[src/rtl/decoder_nto2n_seq.sv]
`default_nettype none
// ============================================================================
// Module   : decoder_nto2n_seq
// Function : Registered N-to-2^N one-hot decoder with valid/ready input,
//            pulse and latch modes, and an auto-scan mode compiled in only
//            when the DECODER_SCAN_EN macro is defined.
// Revision : 1.0  initial release
// ============================================================================
module decoder_nto2n_seq #(
    parameter int  N         = 3,
    parameter bit  MSB_FIRST = 1'b1,
    parameter int  SCAN_DIV  = 4,
    localparam int OUT_W     = 2**N
) (
    input  logic             clk,
    input  logic             rst_n,
    input  logic             en,
    input  logic             clr,
    input  logic [1:0]       mode,
    input  logic             in_valid,
    output logic             in_ready,
    input  logic [N-1:0]     in_sel,
    output logic [OUT_W-1:0] out_onehot,
    output logic             out_valid,
    output logic [N-1:0]     cur_code,
    output logic             scan_wrap
);

    localparam logic [1:0] c_MODE_PULSE = 2'b00;
    localparam logic [1:0] c_MODE_LATCH = 2'b01;

    if (SCAN_DIV < 1) begin : g_bad_scan_div
        $error("decoder_nto2n_seq: SCAN_DIV must be >= 1");
    end

    logic [1:0]       r_mode_q;
    logic [OUT_W-1:0] r_onehot;
    logic [N-1:0]     r_code;
    logic             r_valid;

    logic             w_accept;
    logic             w_mode_chg;
    logic             w_nxt_valid;
    logic [N-1:0]     w_nxt_code;

    function automatic logic [OUT_W-1:0] f_decode(input logic [N-1:0] code);
        if (MSB_FIRST)
            return {1'b1, {(OUT_W-1){1'b0}}} >> code;
        else
            return {{(OUT_W-1){1'b0}}, 1'b1} << code;
    endfunction

    assign in_ready   = en & ~clr & ((mode == c_MODE_PULSE) | (mode == c_MODE_LATCH));
    assign w_accept   = in_valid & in_ready;
    assign w_mode_chg = (mode != r_mode_q);

`ifdef DECODER_SCAN_EN
    localparam logic [1:0]         c_MODE_SCAN = 2'b10;
    localparam int                 c_DIV_W     = (SCAN_DIV > 1) ? $clog2(SCAN_DIV) : 1;
    localparam logic [c_DIV_W-1:0] c_DIV_LAST  = c_DIV_W'(SCAN_DIV - 1);

    logic [N-1:0]       r_scan_cnt;
    logic [N-1:0]       w_scan_cnt_nxt;
    logic [c_DIV_W-1:0] r_div;
    logic [c_DIV_W-1:0] w_div_nxt;
    logic               r_wrap;
    logic               w_wrap_nxt;
`endif

    always_comb begin
        w_nxt_valid = 1'b0;
        w_nxt_code  = '0;
`ifdef DECODER_SCAN_EN
        w_scan_cnt_nxt = r_scan_cnt;
        w_div_nxt      = r_div;
        w_wrap_nxt     = 1'b0;
        if (clr || w_mode_chg) begin
            w_scan_cnt_nxt = '0;
            w_div_nxt      = '0;
        end
`endif
        if (!clr && en) begin
            if (w_accept) begin
                w_nxt_valid = 1'b1;
                w_nxt_code  = in_sel;
            end else if (!w_mode_chg && (mode == c_MODE_LATCH)) begin
                w_nxt_valid = r_valid;
                w_nxt_code  = r_code;
            end
`ifdef DECODER_SCAN_EN
            else if (!w_mode_chg && (mode == c_MODE_SCAN)) begin
                w_nxt_valid = 1'b1;
                // A blank cycle (entry, clear, en low) shows the held position
                // before the divider starts counting again.
                if (!r_valid) begin
                    w_nxt_code = r_scan_cnt;
                end else if (r_div == c_DIV_LAST) begin
                    w_div_nxt      = '0;
                    w_scan_cnt_nxt = r_scan_cnt + 1'b1;
                    w_nxt_code     = r_scan_cnt + 1'b1;
                    w_wrap_nxt     = &r_scan_cnt;
                end else begin
                    w_div_nxt  = r_div + 1'b1;
                    w_nxt_code = r_scan_cnt;
                end
            end
`endif
        end
    end

    always_ff @(posedge clk or negedge rst_n) begin
        if (!rst_n) begin
            r_mode_q <= c_MODE_PULSE;
            r_valid  <= 1'b0;
            r_code   <= '0;
            r_onehot <= '0;
        end else begin
            r_mode_q <= mode;
            r_valid  <= w_nxt_valid;
            r_code   <= w_nxt_code;
            r_onehot <= w_nxt_valid ? f_decode(w_nxt_code) : '0;
        end
    end

`ifdef DECODER_SCAN_EN
    always_ff @(posedge clk or negedge rst_n) begin
        if (!rst_n) begin
            r_scan_cnt <= '0;
            r_div      <= '0;
            r_wrap     <= 1'b0;
        end else begin
            r_scan_cnt <= w_scan_cnt_nxt;
            r_div      <= w_div_nxt;
            r_wrap     <= w_wrap_nxt;
        end
    end

    assign scan_wrap = r_wrap;
`else
    assign scan_wrap = 1'b0;
`endif

    assign out_onehot = r_onehot;
    assign out_valid  = r_valid;
    assign cur_code   = r_code;

endmodule
`default_nettype wire

[config.mk]
export PLATFORM = sky130hd
export DESIGN_NAME = decoder_nto2n_seq
export DESIGN_NICKNAME = d
export VERILOG_FILES = /design/src/rtl/decoder_nto2n_seq.sv
export SDC_FILE = /design/constraint.sdc
export NUM_CORES = 1
export LEC_CHECK = 0
export BUFFER_PORTS_ARGS = -buffer_cell sky130_fd_sc_hd__buf_4
export CELL_PAD_IN_SITES_DETAIL_PLACEMENT = 1
export CELL_PAD_IN_SITES_GLOBAL_PLACEMENT = 1
export CORE_UTILIZATION = 33
export CTS_CLUSTER_SIZE = 8
export DETAILED_ROUTE_END_ITERATION = 10
export GPL_TIMING_DRIVEN = 0
export PLACE_DENSITY_LB_ADDON = 0.08
export SLEW_MARGIN = 20
export SYNTH_ARGS = -nofsm -noshare
export SYNTH_HDL_FRONTEND = slang
export SYNTH_SLANG_ARGS = --single-unit
[constraint.sdc]
create_clock -name clk -period 1.6 [get_ports clk]
set_input_delay 0.16 -clock clk [delete_from_list [all_inputs] [get_ports clk]]
set_output_delay 0.16 -clock clk [all_outputs]
set_load 0.05 [all_outputs]
=== Word-level counts from Yosys, hierarchy flattened ===
Cells that the tools add are included.

* Register bits after elaboration: 14
* Output and inout port bits: 14
* Word-level logic and storage cells: 24
* Input port bits: 10

* Equal/unequal tests: 2
* Muxes and demuxes: 7
* Reductions and logical operators: 5
* Bitwise gates (word level): 5
* Shift-type cells: 1

{| class="wikitable"
|+ Operators by type and width
! operator !! count
|-
| $mux 3 || 3
|-
| $mux 8 || 1
|-
| $shr 8x3->8 const A || 1
|-
| $and 1x1->1 || 3
|-
| $mux 1 || 3
|-
| $eq 2x1->1 const B || 1
|-
| $logic_and 1x1->1 || 2
|-
| $logic_not 1->1 || 2
|-
| $logic_not 2->1 || 1
|-
| $ne 2x2->1 || 1
|-
| $not 1->1 || 1
|-
| $or 1x1->1 || 1
|}

=== Longest topological paths before layout ===
* Depth in word-level cells: 8
* Depth in mapped cells: 4
* Mapped depth without buffers: 3

=== Least setup slack after synthesis ===
Ideal clock, no wire load.

* Path type: register to register
* Start point: register r_code[0], in the netlist cur_code[0]
* End point: register r_onehot[1], in the netlist out_onehot[1]
* Data required time: 1.499 ns
* Stages on the path, launching flop included: 4
* Path buffers: 0
* Setup slack: 0.288 ns
* Clock period less this slack: 1.312 ns
* Library setup time: 0.101 ns
* Arrival time: 1.211 ns
* Cell sequence: dfrtp_1 > nor2b_1 > a22o_1 > nor4_1

* Word-level cells in the longest chain between the ends: 5

{| class="wikitable"
|+ RTL lines
! what !! RTL line !! RTL
|-
| start: declaration || 38 || <nowiki>logic [N-1:0] r_code;</nowiki>
|-
| start signal: assignment || 120 || <nowiki>r_code <= w_nxt_code;</nowiki>
|-
| $mux 3 || 86 || <nowiki>end else if (!w_mode_chg && (mode == c_MODE_LATCH)) begin</nowiki>
|-
| $mux 3 || 83 || <nowiki>if (w_accept) begin</nowiki>
|-
| $mux 3 || 82 || <nowiki>if (!clr && en) begin</nowiki>
|-
| $shr 8x3->8 || 48 || <nowiki>return {1'b1, {(OUT_W-1){1'b0}}} >> code;</nowiki>
|-
| $mux 8 || 121 || <nowiki>r_onehot <= w_nxt_valid ? f_decode(w_nxt_code) : '0;</nowiki>
|-
| end signal: assignment || 121 ||
|-
| end: declaration || 37 || <nowiki>logic [OUT_W-1:0] r_onehot;</nowiki>
|}

Every way passes these cells.

=== Final worst setup path ===
* Start point: input port mode[0]
* End point: register r_onehot[3], in the netlist out_onehot[3]

* Word-level cells in the longest chain between the ends: 8
* Elaborated cells between the ends (all ways): 16
* Those cells by class: eq/ne: 2; shift: 1; mux: 7; bitwise: 3; reduce/logical: 3

{| class="wikitable"
|+ RTL lines
! what !! RTL line !! RTL
|-
| start: declaration || 19 || <nowiki>input logic [1:0] mode,</nowiki>
|-
| $eq 2x1->1 (tied with other cells) || 53, 86 ||
|-
| $or 1x1->1 / $logic_not 1->1 (equally long branches) || 53, 86 ||
|-
| $and 1x1->1 / $logic_and 1x1->1 (equally long branches) || 53, 86 ||
|-
| $and 1x1->1 / $mux 3 (equally long branches) || 54, 86 ||
|-
| $mux 3 || 83 ||
|-
| $mux 3 || 82 ||
|-
| $shr 8x3->8 || 48 ||
|-
| $mux 8 * || 121 ||
|}

Mark *: on every way between the ends. The rest lies on a longest branch, timed or not.

==> metrics.csv <==
stage;metric;value;unit
outcome;outcome;finished clean;
clocking;cts_root_buffer;clkbuf_4;
critical_path;critPathMaxFanout;8;
global_route;grt_pass1_wl;2100;um
global_route;grt_pass1_vias;435;
finish;regArea;350;um^2
finish;syn_to_final_growth;44.9;%
logic_synthesis;netlist_area;561;um^2
finish;drive_above_1_share;40.8;%
logic_synthesis;syn_nets;57;
sta;rsz0062_at_grt;yes;
route;drt_wl_total;1260;um
logic_synthesis;synth_seq_cells;14;
global_route;grt_start_max_net_pins;15;
placement;dp_cells;85;
critical_path;path_class;input pin to register;
logic_synthesis;synth_cells;47;
critical_path;endpoint_kind;register;
finish;fin_nets;87;
placement;gp_congestion;0.707;
pwr;p_leak;0.416;nW
logic_synthesis;synth_cell_type_count;15;
sta;finalCritPeriodShare;93.4;%
placement;io_buffers;22;
critical_path;crit_chain;dlygate4sd3_1 -> buf_4 -> and3b_1 -> buf_2 -> a22o_1 -> nor4_1;
critical_path;r2r-start;r_mode_q[1]$_DFF_PN0_;
sta;finalMaxSlewViolations;0;
logic_synthesis;synth_mux_area_share;0;%
floorplan;fp.dieW;43.2;um
clocking;post_cts_buffers;0;
hold_path;hold_path_class;input pin to register;
route;route.detailed.wl_per_inst;13.7;um
clocking;clk_pin_slew;0.08;ns
route;vias;476;
route;final_antenna_net_count;0;
clocking;cts.sinks;14;
clocking;cts_inserted_buffers;3;
finish;layout_common_cells;buf_4, dfrtp_1, nor4_1, nor2_1;
sta;final.setup.tns;0;ns
critical_path;crit_arrival;1.67;ns
sta;finalCriticalPeriod;1.49;ns
floorplan;core;1540;um^2
global_route;grt-ovfl-total;0;
floorplan;die-area;1870;um^2
clocking;clock_path_buffers;2;
sta;hold_violations;0;
hold_path;hp-start;in_sel[2];
finish;n_antenna_cell;0;
critical_path;critical_path_required;1.78;ns
critical_path;startpoint;mode[0];
critical_path;worstSetupStartpointType;input pin;
logic_synthesis;syn_area_per_cell;11.9;um^2
floorplan;die_h;43.2;um
pwr;p_per_area;873;nW/um^2
finish;final_common_cell;buf_4;
finish;final_cells;92;
finish;multi_input_area;174;um^2
sta;setup_viol;0;
route;routed_via_density;5.17;
critical_path;slowest_delay;0.53;ns
sta;fmax;669;MHz
logic_synthesis;synth_top_family_by_area;simple AND/OR/NAND/NOR gates;
clocking;htree_levels;1;
route;first_pass_iters;4;
logic_synthesis;synthAdderAreaFrac;0;%
sta;final.setup_skew;0.00273;ns
floorplan;io_pins;24;
pwr;ir_drop;0.655;mV
route;drc;0;
global_route;track_usage;15.8;%
critical_path;crit_slowest_cell;dlygate4sd3_1;
clocking;clock_latency;0.28;ns
run;drv_cap;0;
logic_synthesis;synth-simple-area-share;19.2;%
clocking;tritoncts;done;
global_route;antenna_found_initial;0;
floorplan;initial_core_util;36.4;%
logic_synthesis;synth_warnings;0;
floorplan;core.rowCount;14;
logic_synthesis;yosysSeqAreaShare;62.5;%
logic_synthesis;synth_compound_gate_area_share;11.2;%
finish;fillers;179;
clocking;post_cts_resized;0;
route;drt_iter0_drc;5;
logic_synthesis;synth_xor_area_share;0;%
-- repair_timing --
action / 4_1_cts / 5_1_grt
hold buffers: 3 / 0
endpoints found under the hold margin: 16 / 0
endpoints found under the setup margin: 0 / 3
-- state kept, by name, indices dropped and copies added (netlist names) --
register	flops
r_mode_q	2
out_valid	1
out_onehot	8
cur_code	3
-- metrics by stage --
step                      hold WS (ns)  setup slack (ns)  area [um^2]  utilization (%)  power (mW)
final                            0.159             0.105          812             52.7       0.709
after CTS                        0.158             0.100          812             52.7       0.720
after detailed placement        0.0161             0.243          746             48.4       0.459
after global placement          0.0139             0.263          746             48.4       0.457
after floorplan                 -0.136             0.288          561                -       0.419
after global routing             0.170           -0.0116          812             52.7       0.745
-- power breakdown --
part	internal, mW	leakage, nW	switching (mW)
logic	0.0396	0.205	0.0562
registers	0.359	0.190	0.00216
clock network	0.139	0.0210	0.113
total	0.537	0.416	0.172
-- critical path, delay by kind of cell --
family	cells	cell delay, ns
compound gates	1	0.23
simple gates	2	0.45
buf+inv	3	0.82
-- layer usage --
metal / wire, um / track usage [%] / vias up / part of all wire [%]
met4: 10 / 3.64 / 0 / 0.79
met5: 0 / 0 / - / 0
met1: 511 / 18.5 / 230 / 40
met3: 85 / 7.66 / 4 / 6.7
li1: - / - / 225 / -
met2: 655 / 26.0 / 17 / 52
-- cell families after synthesis --
| kind of cell | after synthesis |
|---|---|
| other cells | 1 |
| simple gates | 18 |
| compound gates | 8 |
| buf+inv | 6 |
| flops | 14 |
-- worst paths after layout --
| path | endpoint | slack (ns) | cells past startpoint |
|---|---|---|---|
| setup reg to reg | out_onehot[6]$_DFF_PN0_ | 0.27 | 4 |
| min in group asynchronous | out_onehot[3]$_DFF_PN0_ | 0.25 | 2 |
| hold reg to reg | out_valid$_DFF_PN0_ | 0.60 | 2 |
| hold / removal | cur_code[2]$_DFF_PN0_ | 0.16 | 3 |
| setup / recovery | out_onehot[3]$_DFF_PN0_ | 0.11 | 6 |
| max in group asynchronous | out_onehot[2]$_DFF_PN0_ | 1.19 | 2 |
-- Yosys cell counts (all sizes together) --
library cell	number	area, um^2
nor2	5	18.8
inv	2	7.51
nor4	8	50.1
a32oi	2	17.5
a22o	2	17.5
nor2b	3	18.8
or3b	1	11.3
dfrtp	14	350
a22oi	3	22.5
a21oi	1	5.00
buf	4	28.8
conb	1	3.75
and3b	1	8.76
-- layout make-up --
| class | instances | area share, % |
|---|---|---|
| plain buffers | 4 | 3.54 |
| clock buffers | 4 | 4.47 |
| inverters | 2 | 0.924 |
| multi-input cells | 27 | 21.4 |
| flip-flops and latches | 14 | 43.1 |
| well taps | 16 | 2.47 |
| repair buffers | 25 | 24.0 |
Note: power is estimated with default switching activity, not from simulation.
